File: src/rtl/mmem_port_arbiter_if.sv
// Bundle for the requester side and the byte-wide memory side of mmem_port_arbiter.
// The lock inputs are present only when MMEM_ARB_LOCK_EN is defined.
interface mmem_port_arbiter_if #(
  parameter int ADDR_W = 32
);
  logic              f_req;
  logic              f_we;
  logic [ADDR_W-1:0] f_addr;
  logic [7:0]        f_wdata;
  logic              f_gnt;
  logic              f_rvalid;
  logic [7:0]        f_rdata;

  logic              d_req;
  logic              d_we;
  logic [ADDR_W-1:0] d_addr;
  logic [7:0]        d_wdata;
  logic              d_gnt;
  logic              d_rvalid;
  logic [7:0]        d_rdata;

  logic              l_req;
  logic              l_we;
  logic [ADDR_W-1:0] l_addr;
  logic [7:0]        l_wdata;
  logic              l_gnt;
  logic              l_rvalid;
  logic [7:0]        l_rdata;

`ifdef MMEM_ARB_LOCK_EN
  logic              f_lock;
  logic              d_lock;
  logic              l_lock;
`endif

  logic [ADDR_W-1:0] mem_addr;
  logic [7:0]        mem_wdata;
  logic              mem_wren;
  logic              mem_rden;
  logic [7:0]        mem_rdata;

  modport slave (
`ifdef MMEM_ARB_LOCK_EN
    input  f_lock, d_lock, l_lock,
`endif
    input  f_req, f_we, f_addr, f_wdata,
    input  d_req, d_we, d_addr, d_wdata,
    input  l_req, l_we, l_addr, l_wdata,
    output f_gnt, f_rvalid, f_rdata,
    output d_gnt, d_rvalid, d_rdata,
    output l_gnt, l_rvalid, l_rdata,
    output mem_addr, mem_wdata, mem_wren, mem_rden,
    input  mem_rdata
  );

  modport master (
`ifdef MMEM_ARB_LOCK_EN
    output f_lock, d_lock, l_lock,
`endif
    output f_req, f_we, f_addr, f_wdata,
    output d_req, d_we, d_addr, d_wdata,
    output l_req, l_we, l_addr, l_wdata,
    input  f_gnt, f_rvalid, f_rdata,
    input  d_gnt, d_rvalid, d_rdata,
    input  l_gnt, l_rvalid, l_rdata,
    input  mem_addr, mem_wdata, mem_wren, mem_rden,
    output mem_rdata
  );
endinterface

File: src/rtl/mmem_port_arbiter.sv
// Round-robin arbiter sharing one byte-wide memory port between fetch, data and loader,
// with read-return routing. Define MMEM_ARB_LOCK_EN to enable per-requester port locking.
module mmem_port_arbiter #(
  parameter int ADDR_W = 32,
  parameter int RD_LAT = 1
) (
  input logic                clk,
  input logic                rst,
  mmem_port_arbiter_if.slave bus
);
  localparam logic [1:0] ID_F = 2'd0;
  localparam logic [1:0] ID_D = 2'd1;
  localparam logic [1:0] ID_L = 2'd2;

  logic [2:0]        req_s;
  logic [2:0]        elig_s;
  logic [2:0]        gnt_q, gnt_d;
  logic [1:0]        ptr_q, ptr_d;
  logic [1:0]        win_s, cand_s;
  logic              win_vld_s;
  logic              lock_now_s;
  logic [ADDR_W-1:0] win_addr_s;
  logic [7:0]        win_wdata_s;
  logic              win_we_s;
  logic [ADDR_W-1:0] mem_addr_q, mem_addr_d;
  logic [7:0]        mem_wdata_q, mem_wdata_d;
  logic              mem_wren_q, mem_wren_d;
  logic              mem_rden_q, mem_rden_d;
  logic [2:0]        tag_q [RD_LAT];
  logic [2:0]        tag_out_s;

  function automatic logic [1:0] rr_next(input logic [1:0] id);
    case (id)
      ID_F:    rr_next = ID_D;
      ID_D:    rr_next = ID_L;
      default: rr_next = ID_F;
    endcase
  endfunction

  assign req_s = {bus.l_req, bus.d_req, bus.f_req};

`ifdef MMEM_ARB_LOCK_EN
  logic [2:0] lock_s;
  logic       locked_q;

  assign lock_s = {bus.l_lock, bus.d_lock, bus.f_lock};

  // ptr_q is the current owner; lock is re-evaluated on each of its grant cycles.
  always_comb begin
    if (gnt_q != 3'b000) begin
      lock_now_s = lock_s[ptr_q];
    end else begin
      lock_now_s = locked_q & req_s[ptr_q];
    end
  end

  always_ff @(posedge clk) begin
    if (rst) begin
      locked_q <= 1'b0;
    end else begin
      locked_q <= lock_now_s;
    end
  end
`else
  assign lock_now_s = 1'b0;
`endif

  assign elig_s = req_s & ~gnt_q & (lock_now_s ? (3'b001 << ptr_q) : 3'b111);

  // Rotating search starting just after the last granted requester.
  always_comb begin
    win_vld_s = 1'b0;
    win_s     = ptr_q;
    cand_s    = ptr_q;
    for (int k = 0; k < 3; k++) begin
      cand_s = rr_next(cand_s);
      if (!win_vld_s && elig_s[cand_s]) begin
        win_vld_s = 1'b1;
        win_s     = cand_s;
      end else begin
        win_s     = win_s;
      end
    end
  end

  always_comb begin
    case (win_s)
      ID_F: begin
        win_addr_s  = bus.f_addr;
        win_wdata_s = bus.f_wdata;
        win_we_s    = bus.f_we;
      end
      ID_D: begin
        win_addr_s  = bus.d_addr;
        win_wdata_s = bus.d_wdata;
        win_we_s    = bus.d_we;
      end
      default: begin
        win_addr_s  = bus.l_addr;
        win_wdata_s = bus.l_wdata;
        win_we_s    = bus.l_we;
      end
    endcase
  end

  always_comb begin
    gnt_d       = 3'b000;
    ptr_d       = ptr_q;
    mem_addr_d  = mem_addr_q;
    mem_wdata_d = mem_wdata_q;
    mem_wren_d  = 1'b0;
    mem_rden_d  = 1'b0;
    if (win_vld_s) begin
      gnt_d       = 3'b001 << win_s;
      ptr_d       = win_s;
      mem_addr_d  = win_addr_s;
      mem_wdata_d = win_wdata_s;
      mem_wren_d  = win_we_s;
      mem_rden_d  = ~win_we_s;
    end else begin
      ptr_d       = ptr_q;
    end
  end

  // Pointer resets to the loader so that fetch has first priority.
  always_ff @(posedge clk) begin
    if (rst) begin
      gnt_q       <= 3'b000;
      ptr_q       <= ID_L;
      mem_addr_q  <= {ADDR_W{1'b0}};
      mem_wdata_q <= 8'h00;
      mem_wren_q  <= 1'b0;
      mem_rden_q  <= 1'b0;
    end else begin
      gnt_q       <= gnt_d;
      ptr_q       <= ptr_d;
      mem_addr_q  <= mem_addr_d;
      mem_wdata_q <= mem_wdata_d;
      mem_wren_q  <= mem_wren_d;
      mem_rden_q  <= mem_rden_d;
    end
  end

  // During the rden cycle ptr_q still names the read's owner.
  always_ff @(posedge clk) begin
    if (rst) begin
      for (int k = 0; k < RD_LAT; k++) begin
        tag_q[k] <= 3'b000;
      end
    end else begin
      tag_q[0] <= {mem_rden_q, ptr_q};
      for (int k = 1; k < RD_LAT; k++) begin
        tag_q[k] <= tag_q[k-1];
      end
    end
  end

  assign tag_out_s = tag_q[RD_LAT-1];

  assign bus.f_gnt     = gnt_q[0];
  assign bus.d_gnt     = gnt_q[1];
  assign bus.l_gnt     = gnt_q[2];
  assign bus.f_rvalid  = tag_out_s[2] && (tag_out_s[1:0] == ID_F);
  assign bus.d_rvalid  = tag_out_s[2] && (tag_out_s[1:0] == ID_D);
  assign bus.l_rvalid  = tag_out_s[2] && (tag_out_s[1:0] == ID_L);
  assign bus.f_rdata   = bus.mem_rdata;
  assign bus.d_rdata   = bus.mem_rdata;
  assign bus.l_rdata   = bus.mem_rdata;
  assign bus.mem_addr  = mem_addr_q;
  assign bus.mem_wdata = mem_wdata_q;
  assign bus.mem_wren  = mem_wren_q;
  assign bus.mem_rden  = mem_rden_q;
endmodule

File: src/flat_wrapper.sv
// flat-port wrapper written by rule: the top's interface ports become plain ports
module mmem_port_arbiter_flat 
#(
  parameter int ADDR_W = 32,
  parameter int RD_LAT = 1
)
  (clk, rst, bus_f_req, bus_f_we, bus_f_addr, bus_f_wdata, bus_d_req, bus_d_we, bus_d_addr, bus_d_wdata, bus_l_req, bus_l_we, bus_l_addr, bus_l_wdata, bus_f_gnt, bus_f_rvalid, bus_f_rdata, bus_d_gnt, bus_d_rvalid, bus_d_rdata, bus_l_gnt, bus_l_rvalid, bus_l_rdata, bus_mem_addr, bus_mem_wdata, bus_mem_wren, bus_mem_rden, bus_mem_rdata);
  mmem_port_arbiter_if #(.ADDR_W(ADDR_W)) bus_i ();
  input logic clk;
  input logic rst;
  input wire logic [$bits(bus_i.f_req)-1:0] bus_f_req;
  input wire logic [$bits(bus_i.f_we)-1:0] bus_f_we;
  input wire logic [$bits(bus_i.f_addr)-1:0] bus_f_addr;
  input wire logic [$bits(bus_i.f_wdata)-1:0] bus_f_wdata;
  input wire logic [$bits(bus_i.d_req)-1:0] bus_d_req;
  input wire logic [$bits(bus_i.d_we)-1:0] bus_d_we;
  input wire logic [$bits(bus_i.d_addr)-1:0] bus_d_addr;
  input wire logic [$bits(bus_i.d_wdata)-1:0] bus_d_wdata;
  input wire logic [$bits(bus_i.l_req)-1:0] bus_l_req;
  input wire logic [$bits(bus_i.l_we)-1:0] bus_l_we;
  input wire logic [$bits(bus_i.l_addr)-1:0] bus_l_addr;
  input wire logic [$bits(bus_i.l_wdata)-1:0] bus_l_wdata;
  output wire logic [$bits(bus_i.f_gnt)-1:0] bus_f_gnt;
  output wire logic [$bits(bus_i.f_rvalid)-1:0] bus_f_rvalid;
  output wire logic [$bits(bus_i.f_rdata)-1:0] bus_f_rdata;
  output wire logic [$bits(bus_i.d_gnt)-1:0] bus_d_gnt;
  output wire logic [$bits(bus_i.d_rvalid)-1:0] bus_d_rvalid;
  output wire logic [$bits(bus_i.d_rdata)-1:0] bus_d_rdata;
  output wire logic [$bits(bus_i.l_gnt)-1:0] bus_l_gnt;
  output wire logic [$bits(bus_i.l_rvalid)-1:0] bus_l_rvalid;
  output wire logic [$bits(bus_i.l_rdata)-1:0] bus_l_rdata;
  output wire logic [$bits(bus_i.mem_addr)-1:0] bus_mem_addr;
  output wire logic [$bits(bus_i.mem_wdata)-1:0] bus_mem_wdata;
  output wire logic [$bits(bus_i.mem_wren)-1:0] bus_mem_wren;
  output wire logic [$bits(bus_i.mem_rden)-1:0] bus_mem_rden;
  input wire logic [$bits(bus_i.mem_rdata)-1:0] bus_mem_rdata;
  assign bus_i.f_req = bus_f_req;
  assign bus_i.f_we = bus_f_we;
  assign bus_i.f_addr = bus_f_addr;
  assign bus_i.f_wdata = bus_f_wdata;
  assign bus_i.d_req = bus_d_req;
  assign bus_i.d_we = bus_d_we;
  assign bus_i.d_addr = bus_d_addr;
  assign bus_i.d_wdata = bus_d_wdata;
  assign bus_i.l_req = bus_l_req;
  assign bus_i.l_we = bus_l_we;
  assign bus_i.l_addr = bus_l_addr;
  assign bus_i.l_wdata = bus_l_wdata;
  assign bus_f_gnt = bus_i.f_gnt;
  assign bus_f_rvalid = bus_i.f_rvalid;
  assign bus_f_rdata = bus_i.f_rdata;
  assign bus_d_gnt = bus_i.d_gnt;
  assign bus_d_rvalid = bus_i.d_rvalid;
  assign bus_d_rdata = bus_i.d_rdata;
  assign bus_l_gnt = bus_i.l_gnt;
  assign bus_l_rvalid = bus_i.l_rvalid;
  assign bus_l_rdata = bus_i.l_rdata;
  assign bus_mem_addr = bus_i.mem_addr;
  assign bus_mem_wdata = bus_i.mem_wdata;
  assign bus_mem_wren = bus_i.mem_wren;
  assign bus_mem_rden = bus_i.mem_rden;
  assign bus_i.mem_rdata = bus_mem_rdata;
  mmem_port_arbiter #(.ADDR_W(ADDR_W), .RD_LAT(RD_LAT)) u_core (.clk(clk), .rst(rst), .bus(bus_i));
endmodule
File: config.mk
export PLATFORM = sky130hd
export DESIGN_NAME = mmem_port_arbiter_flat
export DESIGN_NICKNAME = d
export VERILOG_FILES = /design/src/rtl/mmem_port_arbiter_if.sv /design/src/rtl/mmem_port_arbiter.sv /design/src/flat_wrapper.sv
export SDC_FILE = /design/constraint.sdc
export NUM_CORES = 1
export LEC_CHECK = 0
export ABC_AREA = 0
export CAP_MARGIN = 10
export CORE_MARGIN = 2
export CORE_UTILIZATION = 30
export CTS_BUF_LIST = sky130_fd_sc_hd__clkbuf_16
export DETAILED_ROUTE_END_ITERATION = 12
export PLACE_DENSITY = 0.69
export SKIP_CTS_REPAIR_TIMING = 1
export SYNTH_ARGS = -nofsm -noshare
export SYNTH_HDL_FRONTEND = slang
export SYNTH_SLANG_ARGS = --single-unit
File: constraint.sdc
create_clock -name clk -period 4.5 [get_ports clk]
set_clock_uncertainty 0.1 [all_clocks]
set_input_delay 0.9 -clock clk [delete_from_list [all_inputs] [get_ports clk]]
set_output_delay 0.9 -clock clk [all_outputs]
set_load 0.01 [all_outputs]
==> results of run 1 <==
[cell type report]
class	count	area, µm²	share of cell area, %
Antenna cell	1	2.50	0.0435
Clock buffer	5	125	2.17
Timing Repair Buffer	193	1890	32.8
Tap cell	172	215	3.74
Inverter	20	75.1	1.30
Clock inverter	3	68.8	1.20
Sequential cell	50	1000	17.4
Multi-Input combinational cell	296	2380	41.4
[cells by family after synthesis]
logic type      share of synthesized area [%]
compound gates                           39.2
flops                                    25.9
mux                                      3.88
simple gates                             17.0
buf+inv                                  14.1
[power groups by stage]
stage                     clock network, mW  registers (mW)  logic [mW]
after floorplan                           0           0.608       0.387
after global routing                  0.519           0.593       0.836
after global placement                    0           0.589       0.757
after CTS                             0.506           0.582       0.777
final                                 0.493           0.582       0.778
after detailed placement                  0           0.592       0.773
[worst max path at each step]
stage / endpoint / slack, ps / cells past startpoint
finish: u_core.bus.mem_addr[16]$_SDFFE_PP0N_ / 1050 / 6
CTS: u_core.bus.mem_addr[9]$_SDFFE_PP0N_ / 1060 / 6
global placement: u_core.bus.mem_addr[10]$_SDFFE_PP0N_ / 880 / 4
floorplan: u_core.bus.mem_addr[19]$_SDFFE_PP0N_ / 2160 / 6
detailed placement: u_core.bus.mem_addr[16]$_SDFFE_PP0N_ / 750 / 6
global route: u_core.bus.mem_addr[5]$_SDFFE_PP0N_ / 880 / 4
[metrics by stage]
| stage | setup slack, ps | hold WS (ps) | util (%) | cells | area (µm²) |
|---|---|---|---|---|---|
| 3_3_place_gp | 880 | 368 | 44.1 | 731 | 5560 |
| 5_1_grt | 885 | 408 | 45.6 | 739 | 5750 |
| 6_report | 1050 | 385 | 45.6 | 740 | 5760 |
| 3_5_place_dp | 749 | 388 | 44.1 | 731 | 5560 |
| 2_1_floorplan | 2160 | 391 | - | 461 | 3870 |
| 4_1_cts | 1060 | 397 | 45.6 | 739 | 5750 |
[critical path, stage by stage]
cell and delay [ps]:
clkdlybuf4s50_1 660, nor2b_4 260, buf_4 240, o32ai_4 1020, a31oi_1 200, o221ai_1 240
[per-layer routing]
layer | global-route usage [%] | vias to the layer above | share of wire (%)
li1 | - | 2104 | -
met1 | 27.1 | 2132 | 44
met2 | 36.1 | 199 | 49
met3 | 3.59 | 12 | 6.4
met4 | 4.67 | 0 | 1.2
met5 | 0 | - | 0
[sequential cells by signal, summed over array words and instances (netlist names)]
name	count
u_core.bus.mem_addr	32
u_core.bus.mem_wdata	8
u_core.gnt_q	3
u_core.tag_q	3
u_core.ptr_q	2
u_core.bus.mem_rden	1
u_core.bus.mem_wren	1
[cells in the final DEF (no fill, tap or decap), drive strengths merged]
| cell type | instances |
|---|---|
| a2111oi | 13 |
| a21o | 1 |
| a21oi | 15 |
| a311oi | 13 |
| a31oi | 25 |
| a32oi | 4 |
| and3b | 15 |
| and4 | 24 |
| buf | 18 |
| bufinv | 2 |
| clkbuf | 5 |
| clkdlybuf4s50 | 175 |
| clkinv | 1 |
| dfxtp | 50 |
| diode | 1 |
| inv | 20 |
| mux2 | 13 |
| nand2 | 7 |
| nand2b | 3 |
| nand3 | 1 |
| nand4 | 24 |
| nor2 | 3 |
| nor2b | 5 |
| nor3 | 3 |
| nor3b | 2 |
| nor4b | 1 |
| o2111ai | 25 |
| o211a | 1 |
| o211ai | 12 |
| o21ai | 13 |
| o221ai | 28 |
| o22ai | 13 |
| o311a | 28 |
| o32a | 1 |
| o32ai | 1 |
| or3b | 1 |
| or4b | 1 |
==> results.py, run 1 <==
metrics = {
    "detailed_routing": {
        "finalWirelength_um": 15000,
        "vias_per_cell": 6.01,
        "vias": 4447,
        "route.detailed.drc": 0,
        "wire_per_inst_um": 20.2,
        "drtPass1Iterations": 5,
        "ant_nets": 0,
        "drt_iter0_drc": 310,
    },
    "timing": {
        "timing.final.crit_share_pct": 76.7,
        "setup_viol_count_final": 0,
        "maxSlewViolCount": 0,
        "setup_tns_ps": 0,
        "worst_pin_slew_ps": 1200,
        "hold_viol": 0,
        "slew_headroom_pct": 19.9,
        "finalWorstPathRequiredPeriod_ps": 3450,
        "fmax_ghz": 0.290,
        "rsz0062_at_grt": "false",
    },
    "logic_synthesis": {
        "synth_common_cells": "clkbuf_1 (59), dfxtp_1 (50), o221ai_1 (28), o311a_1 (28)",
        "yosys.area.top_type_share_pct": 25.9,
        "synthCells": 461,
        "synth_ff_type": "dfxtp_1",
        "ys_types": 40,
        "syn-num-nets": 597,
        "synth_area_leader_cell": "dfxtp_1",
        "yosysSeqAreaShare_pct": 25.9,
        "ys_ff_latch": 50,
        "synth_most_common_cell": "clkbuf_1",
        "synth.cell_area_um2": 3870,
        "yosys_warnings": 0,
        "async_flop_share_pct": 0,
        "synth_area_leaders": "dfxtp_1 (26%), o311a_1 (7.2%), o221ai_1 (6.3%)",
        "synth-edff-count": 0,
        "syn_area_per_cell_um2": 8.39,
    },
    "cts": {
        "htreeDepth": 2,
        "clock-sinks": 50,
        "clk_pin_slew_ps": 70,
        "cts-buffers-inserted": 5,
        "clkLatencyLatePin_ps": 290,
        "cts_tree": "built",
        "clock-root-buffer": "clkbuf_16",
        "clockBufferDepth": 2,
    },
    "floorplan": {
        "num_rows": 41,
        "die_h_um": 118,
        "coreArea_um2": 12600,
        "die_area_um2": 13800,
        "ioPinCount": 208,
        "start_util_pct": 30.7,
        "dieWidth_um": 118,
    },
    "power_and_ir_drop": {
        "net-switching-power_uw": 623,
        "internal_power_mw": 1.23,
        "powerDensity_nw_per_um2": 322,
        "combPwrFrac_pct": 42.0,
        "switching_share_pct": 33.6,
        "seqPwrFrac_pct": 31.4,
        "ir_worst_vdd_mv": 0.183,
        "p_total_mw": 1.85,
        "power_leakage_nw": 2.07,
        "clkPwrFrac_pct": 26.6,
    },
    "hold_path": {
        "min-delay-path-class": "flip-flop to flip-flop",
        "min_path_cells": 1,
        "worstHoldEndpoint": "u_core.tag_q[0][2]$_SDFF_PP0_",
        "min_from": "u_core.bus.mem_rden$_SDFF_PP0_",
    },
    "placement": {
        "dp_hpwl_um": 10700,
        "place_congestion": 0.882,
        "io_buffer_count": 175,
    },
    "worst_setup_path": {
        "worst-setup-path-type": "input port to flip-flop",
        "critPathLaunchType": "input port",
        "critPathLaunch": "bus_f_req",
        "crit_path_end_kind": "flip-flop",
        "timing.rr.end": "u_core.bus.mem_addr[12]$_SDFFE_PP0N_",
        "crit_fanout": 30,
        "reg2reg_slack_ps": 1770,
        "required_ps": 4600,
        "r2r_cells": 4,
        "arrival_ps": 3550,
        "timing.rr.start": "u_core.ptr_q[0]$_SDFFE_PP0N_",
    },
    "cells_and_area": {
        "final_layout_size_suffix_gt1_share_pct": 9.35,
        "fill_cells": 1260,
        "area_growth_pct": 48.8,
        "fin_nets": 702,
    },
    "global_routing": {
        "grt_pass1_vias": 4506,
        "grt_max_degree": 45,
        "antenna_found_initial": 1,
        "grt_pass1_wl_um": 24000,
        "grt_overflow": 0,
        "grt.total_usage_pct": 20.9,
    },
    "run": {
        "drv_cap": 0,
    },
    "run_status": {
        "status": "finished clean",
    },
}
Power figures use the tool's default switching activity.
==> run 2, diff against run 1 <==
==> constraint.sdc (replaced) <==
create_clock -name clk -period 3.5 [get_ports clk]
set_clock_uncertainty 0.1 [all_clocks]
set_input_delay 0.7 -clock clk [delete_from_list [all_inputs] [get_ports clk]]
set_output_delay 0.7 -clock clk [all_outputs]
set_load 0.01 [all_outputs]
==> run 2 against run 1 <==
  * Routed wire length grew 7.4%
  * First-iteration DRC count is 59% higher
  * Final area up 0.72%
  * Via count up 3.6%
  * Setup slack got worse by 240 ps
  * Die area did not move
  * Non-clock buffer count up 12
  * Worst hold slack lost 10 ps
  * Critical path type unchanged
  * Critical endpoint is now u_core.bus.mem_addr[28]$_SDFFE_PP0N_
  * Largest cell class unchanged
==> results.py, run 2 (synthesis gave the netlist of run 1 again) <==
metrics = {
    "global_routing": {
        "antenna_found_initial": 1,
        "grt_pass1_wl_um": 25400,
        "grt_pass1_vias": 4597,
        "grt_overflow": 0,
        "grt.total_usage_pct": 22.6,
        "grt_max_degree": 57,
    },
    "cts": {
        "cts-buffers-inserted": 5,
        "clockBufferDepth": 2,
        "cts_tree": "built",
        "clkLatencyLatePin_ps": 300,
        "clk_pin_slew_ps": 70,
        "clock-sinks": 50,
        "htreeDepth": 2,
        "clock-root-buffer": "clkbuf_16",
    },
    "cells_and_area": {
        "fill_cells": 1234,
        "largest_register_ffs": 32,
        "final_common_cell": "clkdlybuf4s50_1",
        "multi_input_area_um2": 2380,
        "final_layout_size_suffix_gt1_share_pct": 10.7,
        "regArea_um2": 1000,
        "fin_nets": 714,
        "area_growth_pct": 49.8,
        "final_cell_mix": "clkdlybuf4s50_1 (175), dfxtp_1 (50), buf_4 (29), o311a_1 (28), o221ai_1 (28)",
        "fin_cells": 751,
    },
    "timing": {
        "timing.final.crit_share_pct": 76.9,
        "fmax_ghz": 0.372,
        "setup_viol_count_final": 0,
        "hold_viol": 0,
        "setup_tns_ps": 0,
        "finalWorstPathRequiredPeriod_ps": 2690,
        "worst_pin_slew_ps": 695,
        "rsz0062_at_grt": "false",
        "worst_hold_slack_ps": 375,
        "maxSlewViolCount": 0,
        "worst_slack_ps": 809,
        "slew_headroom_pct": 53.6,
    },
    "placement": {
        "dp_cells": 743,
        "place_ws_ps": 510,
        "place_congestion": 0.883,
        "io_buffer_count": 175,
        "dp_hpwl_um": 11200,
    },
    "run_status": {
        "status": "finished clean",
    },
    "detailed_routing": {
        "drt_iter0_drc": 492,
        "vias": 4607,
        "route.detailed.drc": 0,
        "drtPass1Iterations": 5,
        "vias_per_cell": 6.13,
        "ant_nets": 0,
        "wire_per_inst_um": 21.4,
        "finalWirelength_um": 16100,
    },
    "worst_setup_path": {
        "path_cells": "clkdlybuf4s50_1 -> or4b_4 -> mux2_2 -> a311oi_1 -> o22ai_1",
        "arrival_ps": 2760,
        "path_buf_inv": 1,
        "required_ps": 3570,
        "slowest_stage": "or4b_4",
        "critPathTopFamily": "simple AND/OR/NAND/NOR gates",
        "critPathLaunchType": "input port",
        "max_stage_delay_ps": 730,
        "worst-setup-path-type": "input port to flip-flop",
        "crit_fanout": 38,
        "reg2reg_slack_ps": 1090,
        "crit_path_end_kind": "flip-flop",
    },
    "power_and_ir_drop": {
        "clkPwrFrac_pct": 21.2,
        "power_leakage_nw": 2.11,
        "combPwrFrac_pct": 45.7,
        "ir_worst_vdd_mv": 0.201,
        "net-switching-power_uw": 821,
        "seqPwrFrac_pct": 33.1,
        "switching_share_pct": 36.1,
        "powerDensity_nw_per_um2": 392,
        "internal_power_mw": 1.45,
    },
    "floorplan": {
        "ioPinCount": 208,
        "coreArea_um2": 12600,
        "start_util_pct": 30.7,
        "die_h_um": 118,
        "die_area_um2": 13800,
        "num_rows": 41,
        "dieWidth_um": 118,
    },
    "hold_path": {
        "min-delay-path-class": "flip-flop to flip-flop",
    },
    "run": {
        "drv_cap": 0,
    },
}
## run 2: cell count changes in the layout (fill, tap and decap cells not counted)
| cell | before | now |
|---|---|---|
| inv_1 | 19 | 21 |
| clkinv_4 | 1 | 0 |
| buf_12 | 0 | 1 |
| bufinv_16 | 2 | 0 |
| buf_4 | 18 | 29 |
## run 2: layout make-up
class / count / share of cell area [%]
well taps: 172 / 3.71
repair buffers: 205 / 34.3
clock inverters: 2 / 0.129
multi-input cells: 296 / 41.1
flip-flops and latches: 50 / 17.3
inverters: 20 / 1.29
clock buffers: 5 / 2.16
diodes: 1 / 0.0432
## run 2: final timing paths
kind	from	endpoint	depth (start not counted)
max	bus_d_req	u_core.bus.mem_addr[28]$_SDFFE_PP0N_	5
min	u_core.bus.mem_rden$_SDFF_PP0_	u_core.tag_q[0][2]$_SDFF_PP0_	1
max reg2reg	u_core.ptr_q[0]$_SDFFE_PP0N_	u_core.bus.mem_addr[28]$_SDFFE_PP0N_	4
min reg2reg	u_core.bus.mem_rden$_SDFF_PP0_	u_core.tag_q[0][2]$_SDFF_PP0_	1
## run 2: metal layers
layer | GRT usage (%) | part of all wire [%] | up-vias
met5 | 0 | 0 | -
met2 | 36.6 | 48 | 243
li1 | - | - | 2129
met3 | 4.26 | 7.1 | 31
met4 | 7.98 | 2.7 | 0
met1 | 30.1 | 42 | 2204
## run 2: per-stage QoR
stage / total power, mW / util, % / area [µm²]
3_5_place_dp: 1.79 / 44.9 / 5660
2_1_floorplan: 1.28 / - / 3870
4_1_cts: 2.27 / 45.9 / 5800
3_3_place_gp: 1.77 / 44.9 / 5660
5_1_grt: 2.39 / 45.9 / 5800
6_report: 2.27 / 45.9 / 5800
## run 2: power groups by stage
stage	Clock, mW	Combinational (mW)	Sequential (mW)
2_1_floorplan	0	0.498	0.782
4_1_cts	0.486	1.03	0.750
3_3_place_gp	0	1.01	0.760
5_1_grt	0.509	1.11	0.763
6_report	0.482	1.04	0.751
3_5_place_dp	0	1.03	0.761
